<file path="config.mk">
export PLATFORM = sky130hd
export DESIGN_NAME = instruction_decode_queue
export DESIGN_NICKNAME = d
export VERILOG_FILES = /design/src/rtl/instruction_decode_queue.sv
export SDC_FILE = /design/constraint.sdc
export NUM_CORES = 1
export LEC_CHECK = 0
export CORE_UTILIZATION = 35
export CTS_CLUSTER_DIAMETER = 150
export DETAILED_ROUTE_END_ITERATION = 12
export GPL_TIMING_DRIVEN = 1
export RECOVER_POWER = 50
export SYNTH_ARGS = -nofsm -noshare
export SYNTH_HDL_FRONTEND = slang
export SYNTH_SLANG_ARGS = --single-unit
export TNS_END_PERCENT = 10
</file>
<file path="constraint.sdc">
create_clock -name CLK -period 3.29 [get_ports CLK]
set_input_delay 0.658 -clock CLK [delete_from_list [all_inputs] [get_ports CLK]]
set_output_delay 0.658 -clock CLK [all_outputs]
set_load 0.02 [all_outputs]
</file>
<file path="src/rtl/instruction_decode_queue.sv">
// instruction_decode_queue: DEPTH-entry FIFO of instruction words with first-word fall-through field decode.
module instruction_decode_queue #(
    parameter int DEPTH      = 4,
    parameter int REG_ADDR_W = 3,
    localparam int CW        = $clog2(DEPTH + 1),
    localparam int PW        = $clog2(DEPTH)
) (
    input  logic                  CLK,
    input  logic                  RESET,
    input  logic [31:0]           INSTRUCTION,
    input  logic                  IN_VALID,
    output logic                  IN_READY,
    input  logic                  FLUSH,
    output logic                  OUT_VALID,
    input  logic                  OUT_READY,
    output logic [7:0]            OPCODE,
    output logic [7:0]            OFFSET,
    output logic [REG_ADDR_W-1:0] WRITEREG,
    output logic [REG_ADDR_W-1:0] READREG1,
    output logic [REG_ADDR_W-1:0] READREG2,
    output logic [7:0]            IMMEDIATE,
    output logic [CW-1:0]         COUNT
);
    logic [31:0]   mem [DEPTH];
    logic [PW-1:0] wp, rp;
    logic [31:0]   head;
    logic          push, pop;

    assign IN_READY  = COUNT != CW'(DEPTH);
    assign OUT_VALID = COUNT != '0;
    assign push      = IN_VALID && IN_READY && !FLUSH && !RESET;
    assign pop       = OUT_VALID && OUT_READY && !FLUSH && !RESET;

    always_ff @(posedge CLK) begin
        if (RESET || FLUSH) begin
            wp    <= '0;
            rp    <= '0;
            COUNT <= '0;
        end else begin
            wp    <= push ? wp + 1'b1 : wp;
            rp    <= pop ? rp + 1'b1 : rp;
            COUNT <= COUNT + CW'(push) - CW'(pop);
        end
    end

    // Storage is deliberately left unreset; OUT_VALID masks stale entries.
    always_ff @(posedge CLK) begin
        if (push) mem[wp] <= INSTRUCTION;
    end

    assign head      = OUT_VALID ? mem[rp] : '0;
    assign OPCODE    = head[31:24];
    assign OFFSET    = head[23:16];
    assign WRITEREG  = head[16 +: REG_ADDR_W];
    assign READREG1  = head[8 +: REG_ADDR_W];
    assign READREG2  = head[0 +: REG_ADDR_W];
    assign IMMEDIATE = head[7:0];
endmodule
</file>
# Word-level counts from Yosys, hierarchy flattened
# Memories as Yosys holds them, arrays and structs flattened. A register that Yosys moved wholly into a read port is not among the register bits.
# Cells that the tools add are included.
[totals]
regBits = 7
latch_bits = 0
ramBits = 128
mem_bits_ro = 0
in_bits = 37
out_inout_bits = 38
wordCells = 24
n_memories = 1
[op_classes]
addsub = 4
n_mul = 0
div = 0
magnitude_cmp = 0
eq_ne = 1
shift = 0
mux = 5
n_bitwise = 0
reduce_logical = 10
[memory_table]
columns = ["name", "depth", "word_bits", "rd", "rd_clocked_by_memory_dff", "wr", "line", "source"]
rows = [
  ["mem", 4, 32, 1, 1, 1, "24", "logic [31:0] mem [DEPTH];"],
]
[ops]
columns = ["cell", "n"]
rows = [
  ["two-way mux 32 bit", 1],
  ["logical AND 1 bit", 6],
  ["adder 2 x 1 -> 2 bit, second input constant", 2],
  ["two-way mux 2 bit", 2],
  ["adder 3 x 1 -> 3 bit", 1],
  ["!= test 3 bit, second input constant", 1],
  ["nonzero test 3 bit", 1],
  ["subtractor 3 x 1 -> 3 bit", 1],
  ["logical NOT 1 bit", 2],
  ["two-way mux 1 bit", 2],
  ["logical OR 1 bit", 1],
]

# Logic depth before layout (Yosys ltp)
[logic_depth]
ltp_word = 6
mapped_depth = 11

# Least setup slack after synthesis
# No wires, ideal clock.
[synth_timing]
path_type = "flip-flop to flip-flop"
from = "register COUNT[2]"
to = "register COUNT[2]"
setup_ps = 115
arrival_ps = 2454
t_required_ps = 3175
path_slack_ps = 721
path_stages_with_launch = 12
n_path_buf = 0
path_cell_list = "dfxtp_1 -> or3b_4 -> and2_4 -> nand2_1 -> ha_1 -> inv_1 -> ha_1 -> inv_1 -> fa_1 -> xnor2_1 -> xnor2_1 -> and2_1"
[synth_via]
elab_chain_len = 6
elab_cells_between_ends = 10
classes_between = "add/sub (2); eq/ne (1); reduce/logical (7)"
[synth_lines]
columns = ["item", "line", "source"]
rows = [
  ["start, declared", "22", "output logic [CW-1:0] COUNT"],
  ["start signal, assigned", "42", "COUNT <= COUNT + CW'(push) - CW'(pop);"],
  ["!= test 3 bit", "29", "assign IN_READY = COUNT != CW'(DEPTH);"],
  ["net IN_READY", "12", "output logic IN_READY,"],
  ["logical AND 1 bit (3 in series)", "31", "assign push = IN_VALID && IN_READY && !FLUSH && !RESET;"],
  ["adder 3 x 1 -> 3 bit", "42", ""],
  ["subtractor 3 x 1 -> 3 bit", "42", ""],
]
# The timed path passes the listed nets, and every way through them passes these cells.
# A chain may end at the register's enable or synchronous reset.

==> impl_metrics.env <==
export IMPL_grtUsageTotal=0.1394
export IMPL_first_global_vias=2375
export IMPL_timing_critical_path_to_type="primary output"
export IMPL_setup_violations=0
export IMPL_gpl_final_weighted_congestion=0.6802
export IMPL_synth_ff_latch_count=117
export IMPL_critical_path_cell_chain="buf_4 > mux4_2 > nor2b_1 > clkdlybuf4s50_1"
export IMPL_hold_bufs_at_cts=0
export IMPL_place_detailed_instances=463
export IMPL_slew_limit_headroom=0.6012
export IMPL_syn_instance_count=226
export IMPL_buffers_from_clock_root_to_sink_at_most=2
export IMPL_layout_area_overhead_vs_synth_pct=33.55
export IMPL_timing_final_hold_violations=0
export IMPL_initial_utilization=0.3617
export IMPL_ios=75
export IMPL_max_freq_mhz=324.7
export IMPL_clock_latency_ps=410
export IMPL_die_width_um=116.7
export IMPL_yosys_area_share_xor_xnor=0.007613
export IMPL_final_area_mm2=0.006146
export IMPL_htreeDepth=4
export IMPL_clock_tree_root_cell="sky130_fd_sc_hd__clkbuf_16"
export IMPL_multiInputGateArea_mm2=0.001060
export IMPL_grt_overflow=0
export IMPL_dr_wl_met2_um=4399
export IMPL_postCtsSetupRepairBufs=0
export IMPL_final_max_slew_viol_count=0
export IMPL_arrival_time_worst_endpoint_ps=2420
export IMPL_synth_cell_area_mm2=0.004602
export IMPL_synthesis_area_per_instance_um2=20.36
export IMPL_final_period_minus_worst_setup_slack_ps=3079
export IMPL_drt_vias_per_instance=4.676
export IMPL_clock_skew_final_ps=7.093
export IMPL_ys_types=27
export IMPL_timing_critical_path_slowest_stage_cell="sky130_fd_sc_hd__dfxtp_2"
export IMPL_postPlaceCellArea_mm2=0.005560
export IMPL_worstHoldPathCells=2
export IMPL_cp_required_ps=2630
export IMPL_rsz_0062_raised_after_global_routing="false"
export IMPL_mappedNetlistNets=270
export IMPL_tightestPinTransition_ps=598.2
export IMPL_irDropWorstVdd_mv=0.3376
export IMPL_route_antenna_remaining_nets=0
export IMPL_status="finished clean"
export IMPL_drt_total_wl_um=8453
export IMPL_floorplan_die_height_um=116.7
export IMPL_grt_pass1_wl_um=13010
export IMPL_synth_compound_gate_area_share=0.005710
export IMPL_topRoutingLayerUsed="met4"
export IMPL_pre_antenna_drt_iters=4
export IMPL_drt_drc_violations_left=0
export IMPL_synth_top_family_by_area="multiplexers"
export IMPL_drive_above_1_share=0.2143
export IMPL_ratio_of_total_power_to_cell_area_mw_per_mm2=589.2
export IMPL_netlist_top_cells_area="sky130_fd_sc_hd__edfxtp_1 70%, sky130_fd_sc_hd__mux4_2 13%, sky130_fd_sc_hd__dfxtp_1 3.9%, sky130_fd_sc_hd__nor2b_1 3.7%, sky130_fd_sc_hd__ha_1 1.6%"
export IMPL_synth_adder_area_share=0.02066
export IMPL_worst_setup_hold_path_clk_slew_ps=50
export IMPL_avg_wl_per_cell_um=17.11
export IMPL_worst_hold_path_type="reg -> reg"
export IMPL_cpPeakStageDelay_ps=560
export IMPL_start_kind="register"
export IMPL_critical_path_peak_fanout=10
export IMPL_initialDrtViolationCount=111
export IMPL_yosys_area_share_simple=0.06281
export IMPL_maximum_number_of_pins_on_one_net_before_global_route_repair=29
export IMPL_post_cts_resize_count=0
export IMPL_n_antenna_cell=0
export IMPL_cts_buffers_inserted=17
export IMPL_rows=41
export IMPL_cts_sink_count=117
export IMPL_ff2ff_path_depth=11
export IMPL_final_seq_area_mm2=0.003426
export IMPL_totalNegativeSetupSlack_ps=0
export IMPL_fillCellCount=1113
export IMPL_wl_met1_um=3530
export IMPL_core_region_area_mm2=0.01272
export IMPL_synthesis_yosys_warnings=0
export IMPL_routed_via_count=2310
export IMPL_path_class="reg -> out"
export IMPL_number_of_antenna_violations_at_the_first_check_in_global_routing=0
export IMPL_die_area_mm2=0.01361
export IMPL_buffer_ports_inserted=69
export IMPL_synth_area_mux_share=0.1321
export IMPL_synthDominantCellAreaShare=0.7047
export IMPL_met3_length_um=407
export IMPL_layout_worst_path_cycle_share=0.9360
export IMPL_final_nets=354
export IMPL_dp_hpwl_um=5222
export IMPL_total_leakage_power_nw=1.987
export IMPL_instances_no_fill=494
export IMPL_yosysSeqAreaShare=0.7439
export IMPL_max_cap_violations=0
export IMPL_cts_tree="done"
export IMPL_post_synth_top_area_cell="sky130_fd_sc_hd__edfxtp_1"
cell usage in the layout, fill, tap and decap left out:
master,instances
sky130_fd_sc_hd__nor2_1,1
sky130_fd_sc_hd__dlygate4sd3_1,29
sky130_fd_sc_hd__fa_1,1
sky130_fd_sc_hd__or3b_4,1
sky130_fd_sc_hd__buf_4,5
sky130_fd_sc_hd__o311ai_0,1
sky130_fd_sc_hd__buf_12,5
sky130_fd_sc_hd__clkdlybuf4s50_1,40
sky130_fd_sc_hd__and2_4,1
sky130_fd_sc_hd__and2_1,2
sky130_fd_sc_hd__edfxtp_1,108
sky130_fd_sc_hd__nor2b_1,27
sky130_fd_sc_hd__xor2_1,2
sky130_fd_sc_hd__clkinv_1,3
sky130_fd_sc_hd__nand2_1,3
sky130_fd_sc_hd__xnor2_1,2
sky130_fd_sc_hd__clkbuf_16,17
sky130_fd_sc_hd__clkinvlp_4,2
sky130_fd_sc_hd__o31ai_1,1
sky130_fd_sc_hd__clkbuf_1,3
sky130_fd_sc_hd__ha_1,6
sky130_fd_sc_hd__inv_1,4
sky130_fd_sc_hd__mux4_2,27
sky130_fd_sc_hd__bufinv_16,4
sky130_fd_sc_hd__o21ai_1,2
sky130_fd_sc_hd__dfxtp_2,2
sky130_fd_sc_hd__nor3_1,5
sky130_fd_sc_hd__and3_1,4
sky130_fd_sc_hd__clkinv_2,3
sky130_fd_sc_hd__nor3_4,1
sky130_fd_sc_hd__nand4_1,2
sky130_fd_sc_hd__inv_2,1
sky130_fd_sc_hd__dfxtp_1,7
path summary, 6_finish.rpt:
| path | from | endpoint | slack [ps] |
|---|---|---|---|
| hold reg to reg | wp[0] | wp[0] | 490 |
| hold / removal | wp[0] | wp[0] | 490 |
| setup reg to reg | COUNT[2] | COUNT[2] | 730 |
| setup / recovery | register | OFFSET[6] | 210 |
cell type report:
class,instances,area share
Sequential cell,117,0.5574
Multi-Input combinational cell,89,0.1724
Timing Repair Buffer,80,0.1354
Clock buffer,19,0.07044
Tap cell,172,0.03502
Clock inverter,12,0.02626
Inverter,5,0.003054
synth_stat cells, drive strengths merged:
cell    instances
and3            4
dfxtp           9
and2            3
nor2b          27
edfxtp        108
mux4           27
nand4           2
nor2            1
o21ai           2
inv             5
nor3            6
o31ai           1
ha              6
fa              1
xor2            2
or3b            1
xnor2           2
o311ai          1
nand2           3
buf            12
clkbuf          3
critical path: cells and delay by family (launching register included):
family	cells	cell delay [ps]
DFF	1	560
muxes	1	510
buffers and inverters	2	800
and+or+nand+nor	1	140
cell families after synthesis:
group	after synthesis
xor+xnor	4
buf+inv	20
compound gates	4
flops	117
simple gates	47
fa+ha+maj	7
mux	27
report_power, final:
| group | internal [mW] | leakage [nW] | switching (mW) |
|---|---|---|---|
| sequential | 1.64 | 1.05 | 0.00502 |
| clock | 1.25 | 0.285 | 0.605 |
| combinational | 0.0633 | 0.653 | 0.0591 |
through the flow:
step,power [mW],hold slack (ps),worst slack [ps],utilization
floorplan,1.725,461.2,721.4,-
global placement,1.805,480.5,430.9,0.4371
detailed placement,1.809,484.7,402.6,0.4371
CTS,3.659,491.2,137.2,0.4838
global route,3.742,526.7,67.67,0.4831
finish,3.621,489.5,210.5,0.4831
sequential cells by signal (all words and copies together) (netlist names), named ones only:
name,cells
mem,108
COUNT,3
wp,2
rp,2
layer usage:
layer  GRT usage  up-vias
met2      0.2241       65
met4     0.05654        0
li1            -     1061
met1      0.1697     1173
met3     0.05345       11
met5           0        -
Note: power is estimated with default switching activity, not from simulation.
